==> config.mk <==
export PLATFORM = sky130hd
export DESIGN_NAME = pixel_port_arbiter
export DESIGN_NICKNAME = d
export VERILOG_FILES = /design/src/rtl/pixel_pkg.sv /design/src/rtl/pixel_port_arbiter_rect_sweep.sv /design/src/rtl/pixel_port_arbiter.sv
export SDC_FILE = /design/constraint.sdc
export NUM_CORES = 1
export LEC_CHECK = 0
export BUFFER_PORTS_ARGS = -buffer_cell sky130_fd_sc_hd__buf_2
export CORE_ASPECT_RATIO = 1.4
export CORE_UTILIZATION = 34
export CTS_BUF_LIST = sky130_fd_sc_hd__clkbuf_2
export DETAILED_ROUTE_END_ITERATION = 6
export SYNTH_ARGS = -nofsm -noshare
export SYNTH_HDL_FRONTEND = slang
export SYNTH_SLANG_ARGS = --single-unit
export TNS_END_PERCENT = 50
==> constraint.sdc <==
create_clock -name CLOCK_50 -period 2.3 [get_ports CLOCK_50]
set_input_delay 0.46 -clock CLOCK_50 [delete_from_list [all_inputs] [get_ports CLOCK_50]]
set_output_delay 0.46 -clock CLOCK_50 [all_outputs]
set_load 0.005 [all_outputs]
==> src/rtl/pixel_pkg.sv <==
// Shared constants and types for the VGA pixel-port arbiter and its clear sequencer.
package pixel_pkg;

  localparam int unsigned X_W   = 8;
  localparam int unsigned Y_W   = 7;
  localparam int unsigned COL_W = 3;
  localparam int unsigned X_MAX = 160;
  localparam int unsigned Y_MAX = 120;

  localparam logic [COL_W-1:0] COL_BLACK = 3'b000;
  localparam logic [COL_W-1:0] COL_GREEN = 3'b010;
  localparam logic [COL_W-1:0] COL_WHITE = 3'b111;

  typedef enum logic [1:0] {
    IDLE  = 2'd0,
    SWEEP = 2'd1,
    DONE  = 2'd2
  } clr_state_t;

endpackage

==> src/rtl/pixel_port_arbiter_rect_sweep.sv <==
// rect_sweep: rectangle-clear sequencer. Sweeps (x0..x0+w-1, y0..y0+h-1) in raster
// order, one pixel per cycle, flagging only on-screen pixels as valid.
// Ports: CLOCK_50/reset; start + x0/y0/w/h/colour launch a clear;
//        pix_valid/pix_x/pix_y/pix_colour pixel stream; busy, done status.
module rect_sweep
  import pixel_pkg::*;
(
  input  logic             CLOCK_50,
  input  logic             reset,
  input  logic             start,
  input  logic [X_W-1:0]   x0,
  input  logic [Y_W-1:0]   y0,
  input  logic [X_W-1:0]   w,
  input  logic [Y_W-1:0]   h,
  input  logic [COL_W-1:0] fill,
  output logic             pix_valid,
  output logic [X_W-1:0]   pix_x,
  output logic [Y_W-1:0]   pix_y,
  output logic [COL_W-1:0] pix_colour,
  output logic             busy,
  output logic             done
);

  // Counters are one bit wider so x0+w / y0+h never wrap.
  localparam int unsigned XC_W = X_W + 1;
  localparam int unsigned YC_W = Y_W + 1;

  clr_state_t       state, next_state;
  logic [XC_W-1:0]  cx, x_org, x_end;
  logic [YC_W-1:0]  cy, y_end;
  logic [COL_W-1:0] col_q;
  logic             row_last, rect_last;

  assign row_last  = (cx + XC_W'(1)) == x_end;
  assign rect_last = row_last && ((cy + YC_W'(1)) == y_end);

  // State register
  always_ff @(posedge CLOCK_50 or posedge reset) begin
    if (reset) state <= IDLE;
    else       state <= next_state;
  end

  // Next-state logic
  always_comb begin
    next_state = state;
    case (state)
      IDLE:    if (start) next_state = ((w == '0) || (h == '0)) ? DONE : SWEEP;
      SWEEP:   if (rect_last) next_state = DONE;
      DONE:    next_state = IDLE;
      default: next_state = IDLE;
    endcase
  end

  // Outputs decoded from state and counters
  always_comb begin
    busy       = (state != IDLE);
    done       = (state == DONE);
    pix_valid  = (state == SWEEP) && (cx < XC_W'(X_MAX)) && (cy < YC_W'(Y_MAX));
    pix_x      = cx[X_W-1:0];
    pix_y      = cy[Y_W-1:0];
    pix_colour = col_q;
  end

  // Rectangle latch and raster counters
  always_ff @(posedge CLOCK_50 or posedge reset) begin
    if (reset) begin
      cx    <= '0;
      cy    <= '0;
      x_org <= '0;
      x_end <= '0;
      y_end <= '0;
      col_q <= '0;
    end else if (state == IDLE) begin
      if (start) begin
        x_org <= {1'b0, x0};
        x_end <= {1'b0, x0} + {1'b0, w};
        y_end <= {1'b0, y0} + {1'b0, h};
        col_q <= fill;
        cx    <= {1'b0, x0};
        cy    <= {1'b0, y0};
      end
    end else if (state == SWEEP) begin
      if (row_last) begin
        cx <= x_org;
        cy <= cy + YC_W'(1);
      end else begin
        cx <= cx + XC_W'(1);
      end
    end
  end

endmodule

==> src/rtl/pixel_port_arbiter.sv <==
// pixel_port_arbiter: shares the vga_adapter write port among NUM_REQ requesters
// (round-robin) and a rectangle-clear sequencer that has absolute priority.
// Ports: CLOCK_50/reset; req_valid/req_ready/req_x/req_y/req_colour requester
//        handshake; clr_* clear launch and status; x/y/colour/plot registered
//        pixel port; drop_count saturating count of accepted off-screen pixels.
module pixel_port_arbiter
  import pixel_pkg::*;
#(
  parameter int unsigned NUM_REQ = 2
) (
  input  logic                     CLOCK_50,
  input  logic                     reset,
  input  logic [NUM_REQ-1:0]       req_valid,
  output logic [NUM_REQ-1:0]       req_ready,
  input  logic [NUM_REQ*X_W-1:0]   req_x,
  input  logic [NUM_REQ*Y_W-1:0]   req_y,
  input  logic [NUM_REQ*COL_W-1:0] req_colour,
  input  logic                     clr_start,
  input  logic [X_W-1:0]           clr_x0,
  input  logic [Y_W-1:0]           clr_y0,
  input  logic [X_W-1:0]           clr_w,
  input  logic [Y_W-1:0]           clr_h,
  input  logic [COL_W-1:0]         clr_colour,
  output logic                     clr_busy,
  output logic                     clr_done,
  output logic [X_W-1:0]           x,
  output logic [Y_W-1:0]           y,
  output logic [COL_W-1:0]         colour,
  output logic                     plot,
  output logic [7:0]               drop_count
);

  localparam int unsigned PTR_W = (NUM_REQ > 1) ? $clog2(NUM_REQ) : 1;

  logic [PTR_W-1:0] rr_ptr, grant_idx, cand;
  logic             grant_found, transfer, on_screen;
  logic [X_W-1:0]   sel_x, sw_x;
  logic [Y_W-1:0]   sel_y, sw_y;
  logic [COL_W-1:0] sel_col, sw_col;
  logic             sw_valid;

  rect_sweep u_sweep (
    .CLOCK_50   (CLOCK_50),
    .reset      (reset),
    .start      (clr_start),
    .x0         (clr_x0),
    .y0         (clr_y0),
    .w          (clr_w),
    .h          (clr_h),
    .fill       (clr_colour),
    .pix_valid  (sw_valid),
    .pix_x      (sw_x),
    .pix_y      (sw_y),
    .pix_colour (sw_col),
    .busy       (clr_busy),
    .done       (clr_done)
  );

  // Round-robin search starting one past the last granted requester
  always_comb begin
    grant_found = 1'b0;
    grant_idx   = '0;
    cand        = '0;
    for (int unsigned k = 1; k <= NUM_REQ; k++) begin
      cand = PTR_W'((32'(rr_ptr) + k) % NUM_REQ);
      if (!grant_found && req_valid[cand]) begin
        grant_found = 1'b1;
        grant_idx   = cand;
      end
    end
  end

  // Ready depends only on valids, pointer and clear state, never on payload
  always_comb begin
    req_ready = '0;
    if (grant_found && !clr_busy) req_ready[grant_idx] = 1'b1;
  end

  assign transfer  = grant_found && !clr_busy;
  assign sel_x     = req_x[32'(grant_idx) * X_W +: X_W];
  assign sel_y     = req_y[32'(grant_idx) * Y_W +: Y_W];
  assign sel_col   = req_colour[32'(grant_idx) * COL_W +: COL_W];
  assign on_screen = (sel_x < X_W'(X_MAX)) && (sel_y < Y_W'(Y_MAX));

  // Round-robin pointer moves only on a transfer
  always_ff @(posedge CLOCK_50 or posedge reset) begin
    if (reset)         rr_ptr <= PTR_W'(NUM_REQ - 1);
    else if (transfer) rr_ptr <= grant_idx;
  end

  // Output pixel register; clear pixels and requests never coincide
  always_ff @(posedge CLOCK_50 or posedge reset) begin
    if (reset) begin
      x      <= '0;
      y      <= '0;
      colour <= '0;
      plot   <= 1'b0;
    end else if (sw_valid) begin
      x      <= sw_x;
      y      <= sw_y;
      colour <= sw_col;
      plot   <= 1'b1;
    end else if (transfer && on_screen) begin
      x      <= sel_x;
      y      <= sel_y;
      colour <= sel_col;
      plot   <= 1'b1;
    end else begin
      plot   <= 1'b0;
    end
  end

  // Saturating count of consumed off-screen requester pixels
  always_ff @(posedge CLOCK_50 or posedge reset) begin
    if (reset) drop_count <= '0;
    else if (transfer && !on_screen && (drop_count != 8'hFF))
      drop_count <= drop_count + 8'd1;
  end

endmodule

==> results of run 1 <==
## cell families (layout without fill, tap and decap cells)
logic type,count (synthesis),count (layout),share of synthesized area
other,0,1,0
adder cells (fa/ha/maj),20,20,0.05759
XOR/XNOR,43,43,0.08340
AND/OR/NAND/NOR,209,209,0.2073
buffers and inverters,46,190,0.04129
AO/OA/AOI/OAI,126,126,0.1712
multiplexers,14,14,0.03151
flip-flops,75,75,0.4078
## power by group through the flow
stage	clock (mW)	combinational [mW]	sequential [mW]
floorplan	0	1.96	2.22
global placement	0	2.82	2.35
detailed placement	0	2.89	2.38
CTS	0.620	3.06	2.36
global route	0.669	3.54	2.45
finish	0.583	3.20	2.39
## through the flow
stage | total power [mW] | utilization | hold WS, ns | TNS (ns) | std cells
final | 6.173 | 0.4521 | 0.1091 | 0 | 856
after detailed placement | 5.268 | 0.4251 | 0.4596 | -1.789 | 827
after global placement | 5.175 | 0.4251 | 0.4606 | -0.9116 | 827
after CTS | 6.039 | 0.4418 | 0.05404 | 0 | 850
after global routing | 6.664 | 0.4521 | 0.03976 | -0.3374 | 856
after floorplan | 4.177 | - | 0.4386 | -0.2453 | 533
## cell usage after synthesis, types with 5 or more instances
cell / n / share of area
a21o_1: 8 / 0.013
a21oi_1: 26 / 0.028
buf_2: 5 / 0.0054
clkbuf_1: 19 / 0.015
dfrtp_1: 74 / 0.40
ha_1: 18 / 0.049
inv_1: 19 / 0.015
mux2i_1: 10 / 0.022
nand2_1: 112 / 0.091
nand3_1: 26 / 0.028
nor2_1: 22 / 0.018
nor3_1: 13 / 0.014
nor4_1: 6 / 0.0082
o211ai_1: 8 / 0.013
o21ai_0: 48 / 0.052
o21ai_1: 7 / 0.0076
o21bai_1: 5 / 0.0082
o221a_2: 8 / 0.020
or3_1: 6 / 0.0082
xnor2_1: 24 / 0.046
xor2_1: 18 / 0.034
## final timing paths
path / startpoint / end / slack, ns / depth (start not counted)
setup reg to reg: u_sweep.cx[0] / u_sweep.cx[2] / 0.09 / 9
hold / removal: clr_colour[1] / u_sweep.pix_colour[1] / 0.11 / 3
setup / recovery: u_sweep.cx[0] / u_sweep.cx[2] / 0.09 / 9
max in group asynchronous: reset / u_sweep.state[0] / 1.17 / 4
hold reg to reg: u_sweep.pix_colour[2] / colour[2] / 0.50 / 2
min in group asynchronous: reset / u_sweep.cy[3] / 0.48 / 3
## cells in the final DEF, fill, tap and decap left out, drive strengths merged, types with 7 or more instances in the layout
cell type	instances
ha	18
o21ai	55
buf	155
nor4	7
mux2i	10
a21oi	26
xor2	18
o221a	8
nand2	112
xnor2	25
dfrtp	74
o211ai	8
inv	18
nand3	27
nor2	23
nor3	15
clkbuf	12
a21o	8
## state kept, by name, summed over array words and instances (netlist names)
register	count
plot	1
colour	3
u_sweep.state	2
y	7
u_sweep.pix_colour	3
u_sweep.cx	9
u_sweep.cy	8
x	8
u_sweep.y_end	8
drop_count	8
u_sweep.x_end	9
rr_ptr	1
u_sweep.x_org	8
## tightest hold or removal path: cells and delay by family
| family | cells | cell delay [ns] |
|---|---|---|
| simple gates | 2 | 0.09 |
| buf+inv | 1 | 0.07 |
## layer usage
metal,up-vias,share of wire,GRT usage
met4,2,0.016,0.07857
met1,2028,0.43,0.2287
met3,14,0.050,0.03616
met2,130,0.50,0.3219
met5,-,0.00039,0
li1,2145,-,-
## timing repair
| action | 4_1_cts | 5_1_grt |
|---|---|---|
| cloned | 0 | 0 |
| gates resized for setup | 16 | 20 |
| hold buffers | 1 | 0 |
| setup endpoints to repair | 22 | 23 |
| setup buffers | 7 | 5 |
| endpoints found under the hold margin | 18 | 0 |
| pin swaps | 8 | 13 |
## final cells by class
class                           count  area, µm²
Fill cell                        1262       7154
Sequential cell                    75       1883
Antenna cell                        1      2.502
Clock buffer                       12      60.06
Tap cell                          178      222.7
Timing Repair Buffer              156      949.7
Inverter                           19      75.07
Multi-Input combinational cell    412       2695
Clock inverter                      3      16.27
==> flow_summary.yaml, run 1 <==
run:
  max_cap_violations: 0
detailed_routing:
  ant_nets: 0
  wire_per_inst_um: 15.03
  vias: 4319
  vias_per_cell: 5.046
  drtIter0Drc: 230
  first_pass_iters: 5
  wirelength_um: 12860
  drc: 0
sta:
  worst_pin_slew_ns: 0.5548
  setup_viol: 0
  drv_slew: 0
  fin_worst_skew_ns: 0.02833
  grt_setup_unrepaired: "yes"
  hold_viol: 0
  final.setup.worst_slack_ns: 0.08570
  period_share: 0.9627
  min_period_ns: 2.214
  fmax_ghz: 0.4516
  slew_headroom: 0.6267
place:
  placedInstanceArea_mm2: 0.005552
  place_ws_ns: -0.1560
  io_buffers: 104
  place.gp.congestion: 0.8663
  dp_hpwl_um: 10100
synthesis:
  yosys_register_bits: 75
  synth_edf_count: 0
  netlist_area_mm2: 0.004606
  yosysSeqAreaShare: 0.4078
  ys_warn_count: 0
  postSynthNetCount: 627
  synth_cell_types: 55
  ys_async_sr_fraction: 1.000
  ys.flop_type: "dfrtp_1"
  synth_area_per_cell_um2: 8.641
  synthCells: 533
finish:
  synthToLayoutAreaGrowth_pct: 28.20
  drive_gt1_frac: 0.3235
  fin_nets: 767
  stdcell_area_mm2: 0.005904
floorplanning:
  die_h_um: 139.7
  fp.coreArea_mm2: 0.01306
  ios: 105
  die_w_um: 100.4
  start_util: 0.3527
  die_area_mm2: 0.01402
  rows: 49
critical_path:
  critPathSlowestCell: "dfrtp_1"
  max_stage_delay_ns: 0.46
  crit_type: "flip-flop to flip-flop"
  critical_path_arrival_ns: 2.70
  crit_buf_inv: 3
  end_kind: "flip-flop"
  crit_family: "buffers and inverters"
  crit_fanout: 4
  start_kind: "flip-flop"
  critical_path_required_ns: 2.78
  cp_cell_sequence: "buf_6 > buf_4 > xnor2_2 > nor3_2 > o2111ai_2 > nor3_2 > buf_4 > mux2_2 > a21oi_2"
cts:
  cts_sinks: 75
  clockBufferDepth: 2
  h-tree-depth: 3
  cts_tree: "built"
  clockRootBuffer: "clkbuf_2"
  clk_pin_slew_worst_paths_ns: 0.20
  clock_latency_ns: 0.53
  cts_buffers: 9
pwr:
  p_sw_frac: 0.4132
  clockPowerShare: 0.094
  combPwrFrac: 0.519
  worst_ir_drop_vdd_mv: 0.4708
  p_leak_nw: 2.827
  p_sw_mw: 2.551
  seq_power_share: 0.387
  cellInternalPower_mw: 3.622
  power.density_mw_per_mm2: 1045
grt:
  grt_pass1_wl_um: 20530
  grt_max_degree: 37
  grt_pass1_vias: 4205
  track_usage: 0.1882
  grt_overflow: 0
  antenna_found_initial: 1
outcome:
  outcome: "completed"
worst_hold_path:
  min_path_type: "primary input to flip-flop"
(Power assumes the default switching activity.)
==> run 2, diff against run 1 <==
--- a/config.mk
+++ b/config.mk
@@ -10,6 +10,7 @@
 export CORE_UTILIZATION = 34
 export CTS_BUF_LIST = sky130_fd_sc_hd__clkbuf_2
 export DETAILED_ROUTE_END_ITERATION = 6
+export MAX_ROUTING_LAYER = met4
 export SYNTH_ARGS = -nofsm -noshare
 export SYNTH_HDL_FRONTEND = slang
 export SYNTH_SLANG_ARGS = --single-unit
==> flow_summary.yaml, run 2 (synthesis gave the netlist of run 1 again) <==
finish:
  fin_nets: 768
  reg.largest.list: "u_sweep.cx (9), u_sweep.x_end (9)"
  fin_cells: 858
  drive_gt1_frac: 0.3196
  nFillCells: 1298
  final_common_cell: "nand2_1"
  synthToLayoutAreaGrowth_pct: 28.50
  layout_common_cells: "nand2_1, buf_2, dfrtp_1, o21ai_0, buf_4"
cts:
  cts_sinks: 75
  cts_buffers: 9
  clock_latency_ns: 0.57
  cts_tree: "built"
  clockRootBuffer: "clkbuf_2"
  clk_pin_slew_worst_paths_ns: 0.22
  clockBufferDepth: 2
  h-tree-depth: 3
critical_path:
  critical_path_arrival_ns: 2.74
  worstRegToRegCells: 9
  end_kind: "flip-flop"
  rrSetupSlack_ns: 0.008
  start_kind: "flip-flop"
  critical_path_required_ns: 2.75
  reg2reg_from: "u_sweep.cx[1]"
  crit_type: "flip-flop to flip-flop"
  crit_fanout: 6
  regToRegEndpoint: "u_sweep.cy[6]"
detailed_routing:
  vias: 4351
  wirelength_um: 12960
  drc: 0
  ant_nets: 0
  drtIter0Drc: 213
  wire_per_inst_um: 15.10
  vias_per_cell: 5.071
  first_pass_iters: 5
floorplanning:
  fp.coreArea_mm2: 0.01306
  ios: 105
  die_w_um: 100.4
  start_util: 0.3527
  rows: 49
  die_h_um: 139.7
  die_area_mm2: 0.01402
sta:
  slew_headroom: 0.6793
  hold_viol: 0
  setup_viol: 0
  period_share: 0.9963
  drv_slew: 0
  fin_worst_skew_ns: 0.03374
  grt_setup_unrepaired: "yes"
  worst_pin_slew_ns: 0.4800
  min_period_ns: 2.292
  fmax_ghz: 0.4364
worst_hold_path:
  hp-start: "clr_colour[1]"
  whs_endpoint: "u_sweep.pix_colour[1]"
  hold_path_depth: 3
  min_path_type: "primary input to flip-flop"
place:
  io_buffers: 104
  dp_hpwl_um: 10080
  place.gp.congestion: 0.8731
  post-place-cells: 827
pwr:
  seq_power_share: 0.381
  p_sw_mw: 2.551
  cellInternalPower_mw: 3.685
  total_power_mw: 6.236
  p_sw_frac: 0.4090
  power.density_mw_per_mm2: 1054
  p_leak_nw: 2.855
  combPwrFrac: 0.503
  worst_ir_drop_vdd_mv: 0.3972
  clockPowerShare: 0.116
grt:
  grt_pass1_vias: 4245
  grt_max_degree: 37
  grt_overflow: 0
  grt_pass1_wl_um: 20530
  track_usage: 0.1924
  antenna_found_initial: 1
run:
  max_cap_violations: 0
outcome:
  outcome: "completed"
[run 2: cell types whose count changed in the layout (fill, tap and decap cells not counted), moves of 2 or more]
cell	previous run	this run
nor4_2	1	3
mux2_4	0	3
clkbuf_2	12	10
mux2_2	4	1
nor4_4	2	0
[run 2: critical path, stage by stage, from the launching register on]
cell	delay [ns]
dfrtp_1	0.47
buf_6	0.14
nand3_4	0.12
mux2i_1	0.25
o22ai_1	0.13
o2111ai_2	0.25
nor3_2	0.10
buf_4	0.16
o21ai_4	0.23
mux2_4	0.32
[run 2: worst max path at each step]
stage | from | to | slack (ns) | cells past startpoint
detailed placement | u_sweep.cx[0] | u_sweep.cx[2] | -0.21 | 9
global placement | u_sweep.cx[0] | u_sweep.cy[4] | -0.11 | 8
floorplan | u_sweep.cx[0] | u_sweep.cy[4] | -0.06 | 9
global route | u_sweep.cx[1] | u_sweep.cx[3] | -0.11 | 10
CTS | u_sweep.state[0] | req_ready[1] | 0.002 | 4
finish | u_sweep.cx[1] | u_sweep.cy[6] | 0.008 | 9
[run 2: final cells by class]
| cell class | instances | area (µm²) | share of cell area |
|---|---|---|---|
| Sequential cell | 75 | 1883 | 0.3182 |
| Antenna cell | 1 | 2.502 | 0.0004228 |
| Timing Repair Buffer | 157 | 957.2 | 0.1617 |
| Tap cell | 178 | 222.7 | 0.03763 |
| Inverter | 19 | 75.07 | 0.01268 |
| Multi-Input combinational cell | 412 | 2671 | 0.4514 |
| Clock buffer | 10 | 50.05 | 0.008457 |
| Clock inverter | 6 | 56.30 | 0.009514 |
[run 2: repair_timing]
action	in CTS	in global routing
setup endpoints to repair	21	15
endpoints found under the hold margin	18	0
hold buffers	1	0
pin swaps	11	8
setup buffers	1	12
gates resized for setup	20	16
[run 2: power by group through the flow]
stage | logic (mW) | registers (mW) | clock network (mW)
2_1_floorplan | 1.96 | 2.22 | 0
3_3_place_gp | 2.82 | 2.35 | 0
3_5_place_dp | 2.88 | 2.37 | 0
4_1_cts | 3.03 | 2.37 | 0.747
5_1_grt | 3.48 | 2.44 | 0.804
6_report | 3.13 | 2.38 | 0.724
[run 2: through the flow]
| stage | area, µm² | utilization | hold slack [ns] | setup TNS (ns) | setup WS, ns |
|---|---|---|---|---|---|
| after floorplan | 4609 | - | 0.4386 | -0.2453 | -0.05704 |
| after global placement | 5552 | 0.4251 | 0.4611 | -1.005 | -0.1130 |
| after detailed placement | 5552 | 0.4251 | 0.4621 | -2.321 | -0.2072 |
| after CTS | 5773 | 0.4421 | 0.04096 | 0 | 0.001583 |
| after global routing | 5918 | 0.4532 | 0.04008 | -0.7902 | -0.1082 |
| final | 5918 | 0.4532 | 0.06495 | 0 | 0.008415 |
[run 2: per-layer routing]
metal	wire length (µm)	track usage	vias up
li1	-	-	2146
met1	5734	0.2368	2052
met2	6367	0.3169	136
met3	638	0.02963	17
met4	218	0.07018	0
met5	0	-	-
==> run 3, diff against run 2 <==
--- a/config.mk
+++ b/config.mk
@@ -6,11 +6,14 @@
 export NUM_CORES = 1
 export LEC_CHECK = 0
 export BUFFER_PORTS_ARGS = -buffer_cell sky130_fd_sc_hd__buf_2
+export CELL_PAD_IN_SITES_DETAIL_PLACEMENT = 1
+export CELL_PAD_IN_SITES_GLOBAL_PLACEMENT = 2
 export CORE_ASPECT_RATIO = 1.4
-export CORE_UTILIZATION = 34
+export CORE_UTILIZATION = 30
 export CTS_BUF_LIST = sky130_fd_sc_hd__clkbuf_2
 export DETAILED_ROUTE_END_ITERATION = 6
 export MAX_ROUTING_LAYER = met4
+export PLACE_DENSITY_LB_ADDON = 0.1
 export SYNTH_ARGS = -nofsm -noshare
 export SYNTH_HDL_FRONTEND = slang
 export SYNTH_SLANG_ARGS = --single-unit
==> flow_summary.yaml, run 3 (synthesis gave the netlist of run 1 again) <==
outcome:
  outcome: "completed"
pwr:
  power.density_mw_per_mm2: 1110
  p_sw_mw: 2.674
  p_sw_frac: 0.3965
  worst_ir_drop_vdd_mv: 0.3442
  cellInternalPower_mw: 4.071
  combPwrFrac: 0.488
  seq_power_share: 0.356
  clockPowerShare: 0.156
  p_leak_nw: 2.916
cts:
  cts_sinks: 75
  cts_buffers: 9
  clk_pin_slew_worst_paths_ns: 0.22
  clock_latency_ns: 0.54
  cts_tree: "built"
  clockBufferDepth: 2
  h-tree-depth: 3
  clockRootBuffer: "clkbuf_2"
sta:
  whs_ns: 0.08154
  min_period_ns: 2.294
  grt_setup_unrepaired: "yes"
  slew_headroom: 0.6138
  period_share: 0.9974
  fmax_ghz: 0.4359
  hold_viol: 0
  drv_slew: 0
  worst_pin_slew_ns: 0.5780
  fin_worst_skew_ns: 0.02738
  setup_viol: 0
worst_hold_path:
  hold_path_depth: 3
  min_path_type: "primary input to flip-flop"
critical_path:
  end_kind: "flip-flop"
  crit_fanout: 5
  start_kind: "flip-flop"
  worstRegToRegCells: 9
  critical_path_arrival_ns: 2.76
  crit_type: "flip-flop to flip-flop"
  critical_path_required_ns: 2.77
detailed_routing:
  drtIter0Drc: 163
  wirelength_um: 14730
  wire_per_inst_um: 16.78
  vias_per_cell: 4.989
  drc: 0
  ant_nets: 0
  first_pass_iters: 4
  vias: 4380
floorplanning:
  fp.coreArea_mm2: 0.01499
  die_w_um: 106.7
  start_util: 0.3073
  ios: 105
  rows: 53
  die_area_mm2: 0.01586
  die_h_um: 148.6
grt:
  busiest_layer: "met2"
  antenna_found_initial: 1
  use_met1: 0.2396
  grt_overflow: 0
  grt_pass1_wl_um: 23760
  track_usage: 0.1975
  grt_max_degree: 29
  grt_pass1_vias: 4678
  grtUsageMet2: 0.3390
  grt_util_met3: 0.03243
place:
  placedInstanceArea_mm2: 0.005672
  place.gp.congestion: 0.8589
  dp_hpwl_um: 11590
  io_buffers: 104
run:
  max_cap_violations: 0
finish:
  final_common_cell: "nand2_1"
  stdcell_area_mm2: 0.006078
  reg.largest.list: "u_sweep.cx (9), u_sweep.x_end (9)"
  register_area_mm2: 0.001883
  nFillCells: 1822
  multi_input_area_mm2: 0.002678
  layout_common_cells: "nand2_1, buf_2, dfrtp_1, buf_4, o21ai_0"
  fin_nets: 775
  drive_gt1_frac: 0.3212
  synthToLayoutAreaGrowth_pct: 31.98
[run 3: repair_timing]
action | in CTS | in global routing
gates cloned | 1 | 0
endpoints found under the hold margin | 21 | 0
resized for setup | 8 | 24
pin swaps | 3 | 11
setup endpoints to repair | 17 | 40
hold buffers | 1 | 0
buffers inserted | 2 | 5
[run 3: final timing paths]
kind | slack (ns) | startpoint | endpoint
setup reg to reg | 0.006 | u_sweep.cx[0] | u_sweep.cx[2]
hold / removal | 0.08 | clr_colour[2] | u_sweep.pix_colour[2]
setup / recovery | 0.006 | u_sweep.cx[0] | u_sweep.cx[2]
hold reg to reg | 0.51 | drop_count[6] | drop_count[6]
min in group asynchronous | 0.48 | reset | u_sweep.cy[4]
max in group asynchronous | 1.19 | reset | rr_ptr
[run 3: cell type report]
cell class / instances / share of cell area
flip-flops and latches: 75 / 0.3098
clock inverters: 6 / 0.02120
multi-input cells: 412 / 0.4405
well taps: 192 / 0.03952
inverters: 19 / 0.01235
diodes: 1 / 0.0004117
clock buffers: 9 / 0.007410
repair buffers: 164 / 0.1688
[run 3: critical path, cell delays in order, from the launching register on]
cell,delay [ns]
dfrtp_1,0.45
buf_4,0.19
nand3_4,0.13
xnor2_1,0.15
o22ai_1,0.22
o2111ai_2,0.18
nor3_4,0.28
buf_6,0.17
mux2_2,0.35
a21oi_2,0.12
[run 3: routing by layer]
metal,routed length [µm],vias up
li1,-,2157
met1,6491,2105
met2,7481,107
met3,604,11
met4,155,0
met5,0,-
[run 3: metrics by stage]
step / setup TNS, ns / total power [mW] / setup slack, ns / util / std cells
floorplan: -0.2453 / 4.177 / -0.05704 / - / 533
global placement: -1.189 / 5.330 / -0.09050 / 0.3784 / 853
detailed placement: -3.919 / 5.448 / -0.1863 / 0.3784 / 853
CTS: 0 / 6.565 / 0.009560 / 0.3940 / 872
global route: -0.2805 / 7.271 / -0.09493 / 0.4056 / 878
finish: 0 / 6.745 / 0.005932 / 0.4056 / 878
[run 3: power groups by stage]
stage / combinational (mW) / sequential [mW] / clock [mW]
after global placement: 2.96 / 2.37 / 0
after global routing: 3.66 / 2.48 / 1.13
after floorplan: 1.96 / 2.22 / 0
after detailed placement: 3.06 / 2.39 / 0
after CTS: 3.12 / 2.36 / 1.08
final: 3.29 / 2.40 / 1.05
